===== src/rtl/guvm_instr_feeder.sv =====
// Instruction-memory responder for the core fetch port: a driver-filled FIFO answered OBI-style.
// Optional build macro GUVM_FEEDER_STALL_EN: withhold grants while empty instead of returning NOP_INSTR.
module guvm_instr_feeder #(
    parameter int unsigned                         DEPTH             = 8,
    parameter int unsigned                         INSTR_RDATA_WIDTH = 32,
    parameter logic [INSTR_RDATA_WIDTH-1:0]        NOP_INSTR         = 32'h00000013
) (
    input  logic                              clk_i,
    input  logic                              rst_ni,
    input  logic                              flush_i,
    input  logic                              push_valid_i,
    input  logic [INSTR_RDATA_WIDTH-1:0]      push_data_i,
    output logic                              push_ready_o,
    input  logic                              instr_req_i,
    input  logic [31:0]                       instr_addr_i,
    output logic                              instr_gnt_o,
    output logic                              instr_rvalid_o,
    output logic [INSTR_RDATA_WIDTH-1:0]      instr_rdata_o,
    output logic [$clog2(DEPTH+1)-1:0]        fill_level_o,
    output logic [15:0]                       underflow_cnt_o,
    output logic [31:0]                       last_addr_o
);

    localparam int unsigned PTR_W = $clog2(DEPTH);
    localparam int unsigned CNT_W = $clog2(DEPTH+1);

    logic [INSTR_RDATA_WIDTH-1:0] mem_q [DEPTH];
    logic [PTR_W-1:0]             wptr_q, wptr_d;
    logic [PTR_W-1:0]             rptr_q, rptr_d;
    logic [CNT_W-1:0]             count_q, count_d;
    logic                         rvalid_q, rvalid_d;
    logic [INSTR_RDATA_WIDTH-1:0] rdata_q, rdata_d;
    logic [15:0]                  ucnt_q, ucnt_d;
    logic [31:0]                  last_addr_q, last_addr_d;

    logic                         empty_s, full_s;
    logic                         gnt_s, pop_s, push_s, underflow_s;
    logic [INSTR_RDATA_WIDTH-1:0] rsp_word_s;

    // Pointer advance that also handles non-power-of-two depths.
    function automatic logic [PTR_W-1:0] ptr_inc(input logic [PTR_W-1:0] ptr);
        if (ptr == PTR_W'(DEPTH - 1)) begin
            return {PTR_W{1'b0}};
        end else begin
            return ptr + PTR_W'(1);
        end
    endfunction

    assign empty_s = (count_q == {CNT_W{1'b0}});
    assign full_s  = (count_q == CNT_W'(DEPTH));
    assign push_s  = push_valid_i && !full_s && !flush_i;

`ifdef GUVM_FEEDER_STALL_EN
    assign gnt_s       = instr_req_i && !empty_s && !flush_i;
    assign pop_s       = gnt_s;
    assign underflow_s = instr_req_i && empty_s;
`else
    // A grant during flush gets NOP but is deliberately not an underflow.
    assign gnt_s       = instr_req_i;
    assign pop_s       = gnt_s && !empty_s && !flush_i;
    assign underflow_s = gnt_s && empty_s && !flush_i;
`endif

    assign rsp_word_s = pop_s ? mem_q[rptr_q] : NOP_INSTR;

    // Next-state for pointers, occupancy, response and status registers.
    always_comb begin
        wptr_d      = wptr_q;
        rptr_d      = rptr_q;
        count_d     = count_q;
        rvalid_d    = gnt_s;
        rdata_d     = rdata_q;
        ucnt_d      = ucnt_q;
        last_addr_d = last_addr_q;

        if (flush_i) begin
            wptr_d  = {PTR_W{1'b0}};
            rptr_d  = {PTR_W{1'b0}};
            count_d = {CNT_W{1'b0}};
        end else begin
            if (push_s) begin
                wptr_d = ptr_inc(wptr_q);
            end else begin
                wptr_d = wptr_q;
            end
            if (pop_s) begin
                rptr_d = ptr_inc(rptr_q);
            end else begin
                rptr_d = rptr_q;
            end
            case ({push_s, pop_s})
                2'b10:   count_d = count_q + CNT_W'(1);
                2'b01:   count_d = count_q - CNT_W'(1);
                default: count_d = count_q;
            endcase
        end

        if (gnt_s) begin
            rdata_d     = rsp_word_s;
            last_addr_d = instr_addr_i;
        end else begin
            rdata_d     = rdata_q;
            last_addr_d = last_addr_q;
        end

        if (underflow_s && (ucnt_q != 16'hFFFF)) begin
            ucnt_d = ucnt_q + 16'd1;
        end else begin
            ucnt_d = ucnt_q;
        end
    end

    // State registers; an in-flight response is dropped by reset.
    always_ff @(posedge clk_i or negedge rst_ni) begin
        if (!rst_ni) begin
            wptr_q      <= {PTR_W{1'b0}};
            rptr_q      <= {PTR_W{1'b0}};
            count_q     <= {CNT_W{1'b0}};
            rvalid_q    <= 1'b0;
            rdata_q     <= {INSTR_RDATA_WIDTH{1'b0}};
            ucnt_q      <= 16'd0;
            last_addr_q <= 32'd0;
        end else begin
            wptr_q      <= wptr_d;
            rptr_q      <= rptr_d;
            count_q     <= count_d;
            rvalid_q    <= rvalid_d;
            rdata_q     <= rdata_d;
            ucnt_q      <= ucnt_d;
            last_addr_q <= last_addr_d;
        end
    end

    // FIFO storage; contents are only meaningful below the occupancy count.
    always_ff @(posedge clk_i) begin
        if (push_s) begin
            mem_q[wptr_q] <= push_data_i;
        end
    end

    assign push_ready_o    = !full_s;
    assign instr_gnt_o     = gnt_s;
    assign instr_rvalid_o  = rvalid_q;
    assign instr_rdata_o   = rdata_q;
    assign fill_level_o    = count_q;
    assign underflow_cnt_o = ucnt_q;
    assign last_addr_o     = last_addr_q;

endmodule


===== config.mk =====
export PLATFORM = sky130hd
export DESIGN_NAME = guvm_instr_feeder
export DESIGN_NICKNAME = d
export VERILOG_FILES = /design/src/rtl/guvm_instr_feeder.sv
export SDC_FILE = /design/constraint.sdc
export NUM_CORES = 1
export LEC_CHECK = 0
export CAP_MARGIN = 20
export CORE_MARGIN = 4
export CORE_UTILIZATION = 25
export DETAILED_ROUTE_END_ITERATION = 7
export PLACE_DENSITY = 0.52
export SKIP_LAST_GASP = 1
export SYNTH_ARGS = -nofsm -noshare
export SYNTH_HDL_FRONTEND = slang
export SYNTH_SLANG_ARGS = --single-unit

===== constraint.sdc =====
create_clock -name clk_i -period 9 [get_ports clk_i]
set_input_delay 1.8 -clock clk_i [delete_from_list [all_inputs] [get_ports clk_i]]
set_output_delay 1.8 -clock clk_i [all_outputs]
set_load 0.02 [all_outputs]

==> impl_results.md <==
* Hpwl dp at ~18000 µm
* Routability congestion estimate at 0.726
* Final Setup Violations at 0
* Via density per instance at 4.41
* Delay of the slowest critical-path stage at around 760 ps
* Vias in the first global route at 7385
* Final Hold Viols at 0
* Total wire length at 31000 µm
* Filler cells at 5109
* Post-synth EDFFs at 256
* Critical path fanouts, max at 74
* Die X at 240 µm
* Req. time, crit path at 7200 ps
* I/O Buffers at 155
* H-tree depth at 2
* CTS tree: built
* Initial antenna violation count at 5
* Worst Hold Path EP: last_addr_o[26]
* Sequential share of the synthesized area at 0.738
* Nets at 949
* Synth Area in Simple Gates at 0.0316
* RR Endpoint: fill_level_o[3]
* Largest net degree at the start of global routing at between 70 and 80
* Max-cap violation count at 0
* Maximum root-to-sink buffer count at 3
* Hold Crit Class: flop to flop
* Synth Register Bits at between 300 and 400
* Status: completed
* Residual DRC at 0
* Primary FF master, synth: edfxtp_1
* CP top delay family: buffers and inverters
* Post-CTS Setup Repair Bufs at 0
* Avg Cell Area, Syn at between 15 and 20 µm²
* Largest family of logic cells by synthesized area: multiplexers
* Reg2reg path depth at 8
* Pins over their slew limit at 0
* Crit Path Category: primary input to output pin
* CTS Root Cell: clkbuf_16
* Final setup TNS at 0 ps
* Worst hold path startpoint: last_addr_o[26]
* Fin crit share at 0.565
* Slowest CP cell: clkdlybuf4s50_1
* Num CTS Buffers at 39
* Die area at roughly 58000 µm²
* Multiplexer share of the synthesized area at 0.161
* Core Box Area at 53000 µm²
* Final setup skew at 13.8 ps
* Crit. End Element: output pin
* GRT Overall Usage at 0.107
* Post-DRT Antenna Nets at 0
* Post-DP Area at 15900 µm²
* Avg WL per Cell at 19.4 µm
* Post-Layout Inst Area at between 15000 and 20000 µm²
* Post-synthesis cell type count at 52
* CP startpoint kind: primary input
* XOR/XNOR Fraction of Synth Area at 0.0104
* WP depth at 2
* Commonest non-fill, non-tap cell in the layout: edfxtp_1
* Ys Warns at 0
* Reg-to-Reg Start: fill_level_o[1]
* Compound-Gate Fraction of Synth Area at 0.0294
* Final min period at between 5000 and 6000 ps
* Synth Cell Area at ~13000 µm²
* P_leak at 5.60 nW
* Die Y at 240 µm
* First drt pass iteration count at 4
* Hold path cells at 1
* Number of instances resized during post-cts repair at 0
* Adder-cell share of the synthesized area at 0.00649
* P per Cell Area at 245 nW/µm²
* Syn_nets at 776
* Hold_buf cts at 0
* FP Rows at 84
* Maximum vdd drop at approximately 140 µV
* Most frequent cells in the layout: edfxtp_1, clkdlybuf4s50_1, dfrtp_1
* Buf/Inv on CP at 2
* Grt ovf at 0
* Fraction of layout cells with a size suffix above 1 at 0.198
* R2R setup slack at 5920 ps
* Clk_lat worst skew at between 500 and 600 ps
* CTS sink count at 347
* Core Util, Final at 0.321
* RSZ-0062 raised after global routing: no
* Syn-to-layout area delta at 26.0%
* Clk slew on worst S/H paths at 50 ps
* # IOs at 156
* Maximum clock rate at a little under 200 MHz
* Post-Syn Instances at 700
* Slew HR at 0.300
* Via count at 7030
* CP arrival at 3280 ps
* Tightest Pin Transition at 1050 ps
* Post-synth ARST share at 0.262
* First DRT Iteration DRCs at between 400 and 500
* Initial core utilization at 0.255
* Cell Chain, Critical Path: buf_4, clkdlybuf4s50_1
* First-pass GRT wire length at 47000 µm
-- sequential cells by signal, indices dropped and copies added, names as in the netlist --
name,flops
instr_rdata_o,32
mem_q,256
last_addr_o,32
underflow_cnt_o,16
fill_level_o,4
rptr_q,3
instr_rvalid_o,1
wptr_q,3
-- final cells by class --
| class | instances | area (µm²) | share of cell area |
|---|---|---|---|
| Clock inverter | 24 | 126 | 0.00743 |
| Tap cell | 688 | 861 | 0.0506 |
| Clock buffer | 47 | 1010 | 0.0591 |
| Multi-Input combinational cell | 285 | 3280 | 0.193 |
| Sequential cell | 347 | 9970 | 0.586 |
| Timing Repair Buffer | 166 | 1630 | 0.0958 |
| Antenna cell | 3 | 7.51 | 0.000441 |
| Inverter | 34 | 128 | 0.00750 |
-- per-stage QoR --
step	cells	hold WS [ps]	setup WS [ps]	power, mW
2_1_floorplan	700	567	3020	2.47
3_3_place_gp	1520	489	3870	2.82
3_5_place_dp	1520	496	3870	2.82
4_1_cts	1591	508	3870	4.27
5_1_grt	1591	516	3800	4.41
6_report	1594	503	3920	4.18
-- logic make-up after synthesis --
group	count (synthesis)
flops	347
mux	132
simple gates	72
buf+inv	68
compound gates	58
xor+xnor	16
fa+ha+maj	7
-- synthesized netlist by cell type (all sizes together), types with 2 or more instances --
library cell,instances,share of area
a2111oi,2,0.0013
nand2,14,0.0039
nor4b,3,0.0031
inv,34,0.0095
ha,7,0.0065
a21oi,6,0.0022
o31ai,2,0.0011
dfrtp,91,0.17
nor2,15,0.0042
nand3,6,0.0022
a31oi,4,0.0019
nor4,5,0.0034
a22o,2,0.0013
mux2i,33,0.024
o22ai,29,0.013
nand4,5,0.0023
clkbuf,21,0.0081
xnor2,11,0.0071
nand3b,2,0.0011
edfxtp,256,0.57
mux2,34,0.028
mux4,65,0.11
nor3,6,0.0022
and3,5,0.0024
buf,13,0.0052
o211ai,4,0.0022
xor2,5,0.0032
and4,4,0.0026
-- per-layer routing --
metal	part of all wire	routed length (µm)	up-vias	GRT usage
li1	-	-	3153	-
met2	0.47	14600	193	0.172
met4	0.021	664	4	0.0320
met3	0.066	2050	47	0.0294
met5	0.00087	27	-	0
met1	0.44	13600	3633	0.144
-- power breakdown --
part	switching [mW]	internal [mW]	total, mW
logic	0.371	0.430	0.801
registers	0.134	1.82	1.96
clock network	0.619	0.799	1.42
-- how the worst max path moves through the flow --
stage	from	end	slack [ps]
4_1_cts	instr_req_i	instr_gnt_o	3870
6_report	instr_req_i	instr_gnt_o	3920
3_5_place_dp	instr_req_i	instr_gnt_o	3870
2_1_floorplan	push_valid_i	mem_q[0][0]	3020
3_3_place_gp	instr_req_i	instr_gnt_o	3870
5_1_grt	instr_req_i	instr_gnt_o	3800
No activity file was read; power rests on OpenSTA's default activity.
